## config.mk

```make
export PLATFORM = sky130hd
export DESIGN_NAME = russian_peasant_unsigned_divider_8
export DESIGN_NICKNAME = d
export VERILOG_FILES = /design/src/rtl/russian_peasant_unsigned_divider_8.sv
export SDC_FILE = /design/constraint.sdc
export NUM_CORES = 1
export LEC_CHECK = 0
export CAP_MARGIN = 20
export CORE_MARGIN = 4
export CORE_UTILIZATION = 30
export CTS_BUF_LIST = sky130_fd_sc_hd__clkbuf_16
export CTS_CLUSTER_DIAMETER = 50
export DETAILED_ROUTE_END_ITERATION = 12
export DONT_BUFFER_PORTS = 1
export PLACE_DENSITY = 0.48
export RECOVER_POWER = 100
export REMOVE_ABC_BUFFERS = 1
export SETUP_SLACK_MARGIN = 0.02
export SYNTH_ARGS = -nofsm -noshare
export SYNTH_HDL_FRONTEND = slang
export SYNTH_SLANG_ARGS = --single-unit
```

## constraint.sdc

```tcl
create_clock -name clk -period 2.5 [get_ports clk]
set_clock_uncertainty 0.2 [all_clocks]
set_input_delay 0.5 -clock clk [delete_from_list [all_inputs] [get_ports clk]]
set_output_delay 0.5 -clock clk [all_outputs]
set_load 0.05 [all_outputs]
```

## src/rtl/russian_peasant_unsigned_divider_8.sv

```systemverilog
`timescale 1ns/1ps
`default_nettype none
// ============================================================================
// Module      : russian_peasant_unsigned_divider_8
// Description : Sequential 8-bit / 4-bit unsigned divider. It makes one
//               restoring shift/subtract step per clock, starting with the
//               dividend MSB, and takes 8 iterations per division.
//               Optional feature macro: RP_DIV_ZERO_DETECT_EN. When it is
//               defined, a zero divisor skips the iterations and sets
//               div_by_zero.
// Revision    : 1.0 - initial release
// ============================================================================
module russian_peasant_unsigned_divider_8 (
  input  logic       clk,
  input  logic       rst,
  input  logic       start,
  input  logic [7:0] dividend,
  input  logic [3:0] divisor,
  output logic       busy,
  output logic       done,
  output logic [7:0] quotient,
  output logic [3:0] remainder,
  output logic       div_by_zero
);

  typedef enum logic [1:0] {
    IDLE = 2'd0,
    RUN  = 2'd1,
    DONE = 2'd2
  } state_t;

  state_t     state;
  state_t     state_next;

  // Working registers for the division in progress
  logic [7:0] dvd_q;    // latched dividend, shifted left one bit per step
  logic [3:0] dvs_q;    // latched divisor
  logic [3:0] rem_q;    // partial remainder
  logic [7:0] quo_q;    // quotient bits collected so far
  logic [2:0] cnt_q;    // index of the dividend bit being processed

  // Combinational result of one iteration
  logic [4:0] trial;
  logic       fits;
  logic [3:0] rem_sub;
  logic [3:0] rem_step;
  logic [7:0] quo_step;

  // High when the divisor presented with start is zero and the
  // zero-divisor shortcut is enabled
  logic       zero_in;

`ifdef RP_DIV_ZERO_DETECT_EN
  assign zero_in = (divisor == 4'd0);
`else
  assign zero_in = 1'b0;
`endif

  assign busy = (state != IDLE);
  assign done = (state == DONE);

  // One restoring-division step: bring down the next bit and subtract if it fits.
  // When the subtraction is taken the difference is below the divisor, so it
  // always fits in 4 bits. Wrapping 4-bit subtraction gives the right answer.
  always_comb begin
    trial    = {rem_q, dvd_q[7]};
    fits     = (trial >= {1'b0, dvs_q});
    rem_sub  = trial[3:0] - dvs_q;
    rem_step = fits ? rem_sub : trial[3:0];
    quo_step = {quo_q[6:0], fits};
  end

  // State register
  always_ff @(posedge clk or posedge rst) begin
    if (rst) begin
      state <= IDLE;
    end else begin
      state <= state_next;
    end
  end

  // Next-state logic
  always_comb begin
    state_next = state;
    case (state)
      IDLE: begin
        if (start) begin
          state_next = zero_in ? DONE : RUN;
        end
      end
      RUN: begin
        if (cnt_q == 3'd0) begin
          state_next = DONE;
        end
      end
      DONE: begin
        state_next = IDLE;
      end
      default: begin
        state_next = IDLE;
      end
    endcase
  end

  // Operand capture, iteration datapath and result registers
  always_ff @(posedge clk or posedge rst) begin
    if (rst) begin
      dvd_q     <= 8'd0;
      dvs_q     <= 4'd0;
      rem_q     <= 4'd0;
      quo_q     <= 8'd0;
      cnt_q     <= 3'd0;
      quotient  <= 8'd0;
      remainder <= 4'd0;
    end else begin
      case (state)
        IDLE: begin
          if (start) begin
            dvd_q <= dividend;
            dvs_q <= divisor;
            rem_q <= 4'd0;
            quo_q <= 8'd0;
            cnt_q <= 3'd7;
            if (zero_in) begin
              // The shortcut result matches what the iterations would give
              quotient  <= 8'hFF;
              remainder <= dividend[3:0];
            end
          end
        end
        RUN: begin
          dvd_q <= {dvd_q[6:0], 1'b0};
          rem_q <= rem_step;
          quo_q <= quo_step;
          if (cnt_q != 3'd0) begin
            cnt_q <= cnt_q - 3'd1;
          end else begin
            quotient  <= quo_step;
            remainder <= rem_step;
          end
        end
        default: begin
        end
      endcase
    end
  end

`ifdef RP_DIV_ZERO_DETECT_EN
  logic dz_q;

  // Zero-divisor flag: it is set by the shortcut and cleared by a normal
  // completion. It holds until the next entry into DONE.
  always_ff @(posedge clk or posedge rst) begin
    if (rst) begin
      dz_q <= 1'b0;
    end else if (state == IDLE && start) begin
      if (zero_in) begin
        dz_q <= 1'b1;
      end
    end else if (state == RUN && cnt_q == 3'd0) begin
      dz_q <= 1'b0;
    end
  end

  assign div_by_zero = dz_q;
`else
  assign div_by_zero = 1'b0;
`endif

endmodule
`default_nettype wire

```

==> impl_metrics.json <==
{
  "place_area_sq_um": 2010,
  "post-route-util": 0.349,
  "total_power_mw": 3.42,
  "synthArstFlopShare": 1.00,
  "clk_path_buf_depth": 2,
  "tritoncts": "built",
  "cts_root_buffer": "clkbuf_16",
  "postCtsHoldBufs": 0,
  "dp.cells": 281,
  "arrival_ns": 1.33,
  "finalSetupViolations": 0,
  "synth_area_per_cell_sq_um": 9.15,
  "hp-start": "divisor[0]",
  "p_leak_nw": 0.977,
  "maxSlewViolCount": 0,
  "r2r-start": "state[1]",
  "crit_chain": "nor2b_1 -> clkbuf_1",
  "grt_pass1_wl_mm": 6.80,
  "grt_use_total": 0.113,
  "netlist_area_sq_um": 1910,
  "hpwl_mm": 2.78,
  "slowest_stage": "clkbuf_1",
  "finalSetupTns_ns": 0,
  "drt_iter0_markers": 26,
  "via_per_inst": 4.70,
  "path_clk_slew_ns": 0.06,
  "htreeDepth": 2,
  "crit_path_max_fanout": 5,
  "p_sw_mw": 1.60,
  "n_fill_cell": 647,
  "worst_pin_slew_ns": 1.01,
  "whs_ns": 0.127,
  "syn_inst": 209,
  "switching_share": 0.467,
  "stdcell_area_sq_um": 2120,
  "final_cell_mix": "63 x nand2_1, 40 x dfrtp_1, 14 x o21ai_0, 12 x nor2_1, 11 x inv_1",
  "holdPathStages": 2,
  "power.density_nw_per_um2": 1620,
  "irDropWorstVdd_mv": 0.598,
  "design.core.area_sq_um": 6060,
  "antenna_left": 0,
  "use_met1": 0.149,
  "cp-end-kind": "output port",
  "grt_overflow": 0,
  "routabilityCongestion": 0.822,
  "grt_max_degree": 41,
  "reg2reg_to": "quo_q[5]",
  "synth_cell_types": 35,
  "drive_above_1_share": 0.0654,
  "layout_min_cycle_time_ns": 2.03,
  "status": "complete, no violations",
  "cts.sinks": 40,
  "reg2reg_slack_ns": 0.49,
  "route.detailed.drc": 0,
  "seq_area_frac_synth": 0.524,
  "top_usage_layer": "met2",
  "dieArea_sq_um": 7710,
  "hold_end": "dvs_q[0]",
  "cp_top_family": "buffers and inverters",
  "grt_pass1_vias": 1451,
  "cts_buffers": 5,
  "seqPwrFrac": 0.421,
  "synth_edf_count": 0,
  "clock_power_share": 0.183,
  "pin_count": 30,
  "final.period_utilization": 0.812,
  "wl_mm": 3.96,
  "port-buffer-count": 0,
  "ff2ff_path_depth": 4,
  "hold_path.class": "in2reg",
  "rsz0062_at_grt": "no",
  "antenna_cells": 0,
  "required_ns": 1.80,
  "start_util": 0.315,
  "rows": 28,
  "cp-start-kind": "register",
  "postCtsResizedCells": 0,
  "ys.warnings.count": 0,
  "antenna_found_initial": 0,
  "path_class": "reg2out",
  "p_comb_frac": 0.396,
  "synth-main-ff-cell": "dfrtp_1",
  "maxCapViolCount": 0,
  "layout_commonest_cell": "nand2_1",
  "firstDrtPassIters": 4,
  "area_growth_pct": 10.7,
  "relSlewSlack": 0.327,
  "die_w_um": 87.8,
  "met3_usage": 0.0442,
  "path_buf_inv": 1,
  "setup_slack_ns": 0.470,
  "nNetsFinal": 235,
  "postSynthRegisterBits": 40,
  "die_y_um": 87.8,
  "vias": 1357,
  "clk_latency_ns": 0.28,
  "fmax_mhz": 493,
  "final_cells": 289,
  "place_ws_ns": 0.575,
  "intPower_mw": 1.82,
  "slowest_delay_ns": 0.47,
  "gr-usage-met2": 0.169,
  "post_cts_buffers": 0,
  "wire_per_inst_um": 13.7,
  "finalHoldViolations": 0
}
[registers in the layout, indices dropped and copies added (netlist names)]
register,flops
dvd_q,8
cnt_q,3
quotient,8
remainder,4
rem_q,4
quo_q,7
dvs_q,4
state,2
[cells by family after synthesis]
logic type	synth area share
AO/OA/AOI/OAI	0.142
other	0.00196
AND/OR/NAND/NOR	0.231
buffers and inverters	0.0471
XOR/XNOR	0.00458
adder cells (fa/ha/maj)	0.0497
flip-flops	0.524
[per-layer routing]
metal / vias up / part of all wire
li1: 707 / -
met1: 621 / 0.50
met2: 24 / 0.43
met3: 5 / 0.063
met4: 0 / 0.012
met5: - / 0
[synthesized netlist by cell type (2+ instances only)]
| cell type | n | area, sq um |
|---|---|---|
| nor2b_1 | 3 | 18.8 |
| nor3_1 | 4 | 20.0 |
| nor2_1 | 12 | 45.0 |
| o211ai_1 | 2 | 15.0 |
| inv_1 | 11 | 41.3 |
| o21ai_0 | 14 | 70.1 |
| nand2b_1 | 2 | 12.5 |
| buf_2 | 6 | 30.0 |
| clkbuf_1 | 2 | 7.51 |
| nand3_1 | 7 | 35.0 |
| o21a_1 | 2 | 15.0 |
| nand4_1 | 2 | 12.5 |
| nand2_1 | 62 | 233 |
| dfrtp_1 | 40 | 1000 |
| a21oi_1 | 6 | 30.0 |
| ha_1 | 6 | 75.1 |
| o31ai_1 | 5 | 37.5 |
| a31oi_1 | 6 | 37.5 |
[final cells by class]
class	instances	area (sq um)	share of cell area
Clock inverter	3	18.8	0.00887
Tap cell	75	93.8	0.0443
Clock buffer	5	125	0.0591
Sequential cell	40	1000	0.473
Timing Repair Buffer	6	27.5	0.0130
Multi-Input combinational cell	148	806	0.381
Inverter	12	45.0	0.0213
[worst max path at each step]
| stage | end | slack [ns] | start | cells after the start |
|---|---|---|---|---|
| final | done | 0.47 | state[1] | 2 |
| after CTS | remainder[2] | 0.56 | dvd_q[7] | 7 |
| after global placement | remainder[2] | 0.56 | dvd_q[7] | 7 |
| after floorplan | done | 0.69 | state[0] | 1 |
| after detailed placement | remainder[2] | 0.57 | dvd_q[7] | 7 |
| after global routing | remainder[3] | 0.23 | cnt_q[0] | 5 |
[power by group through the flow]
| stage | clock network, mW | logic, mW | registers, mW |
|---|---|---|---|
| finish | 0.626 | 1.36 | 1.44 |
| global route | 0.669 | 1.56 | 1.49 |
| CTS | 0.644 | 1.42 | 1.45 |
| detailed placement | 0 | 1.41 | 1.46 |
| global placement | 0 | 1.41 | 1.46 |
| floorplan | 0 | 1.11 | 1.40 |
(Power assumes the default switching activity.)
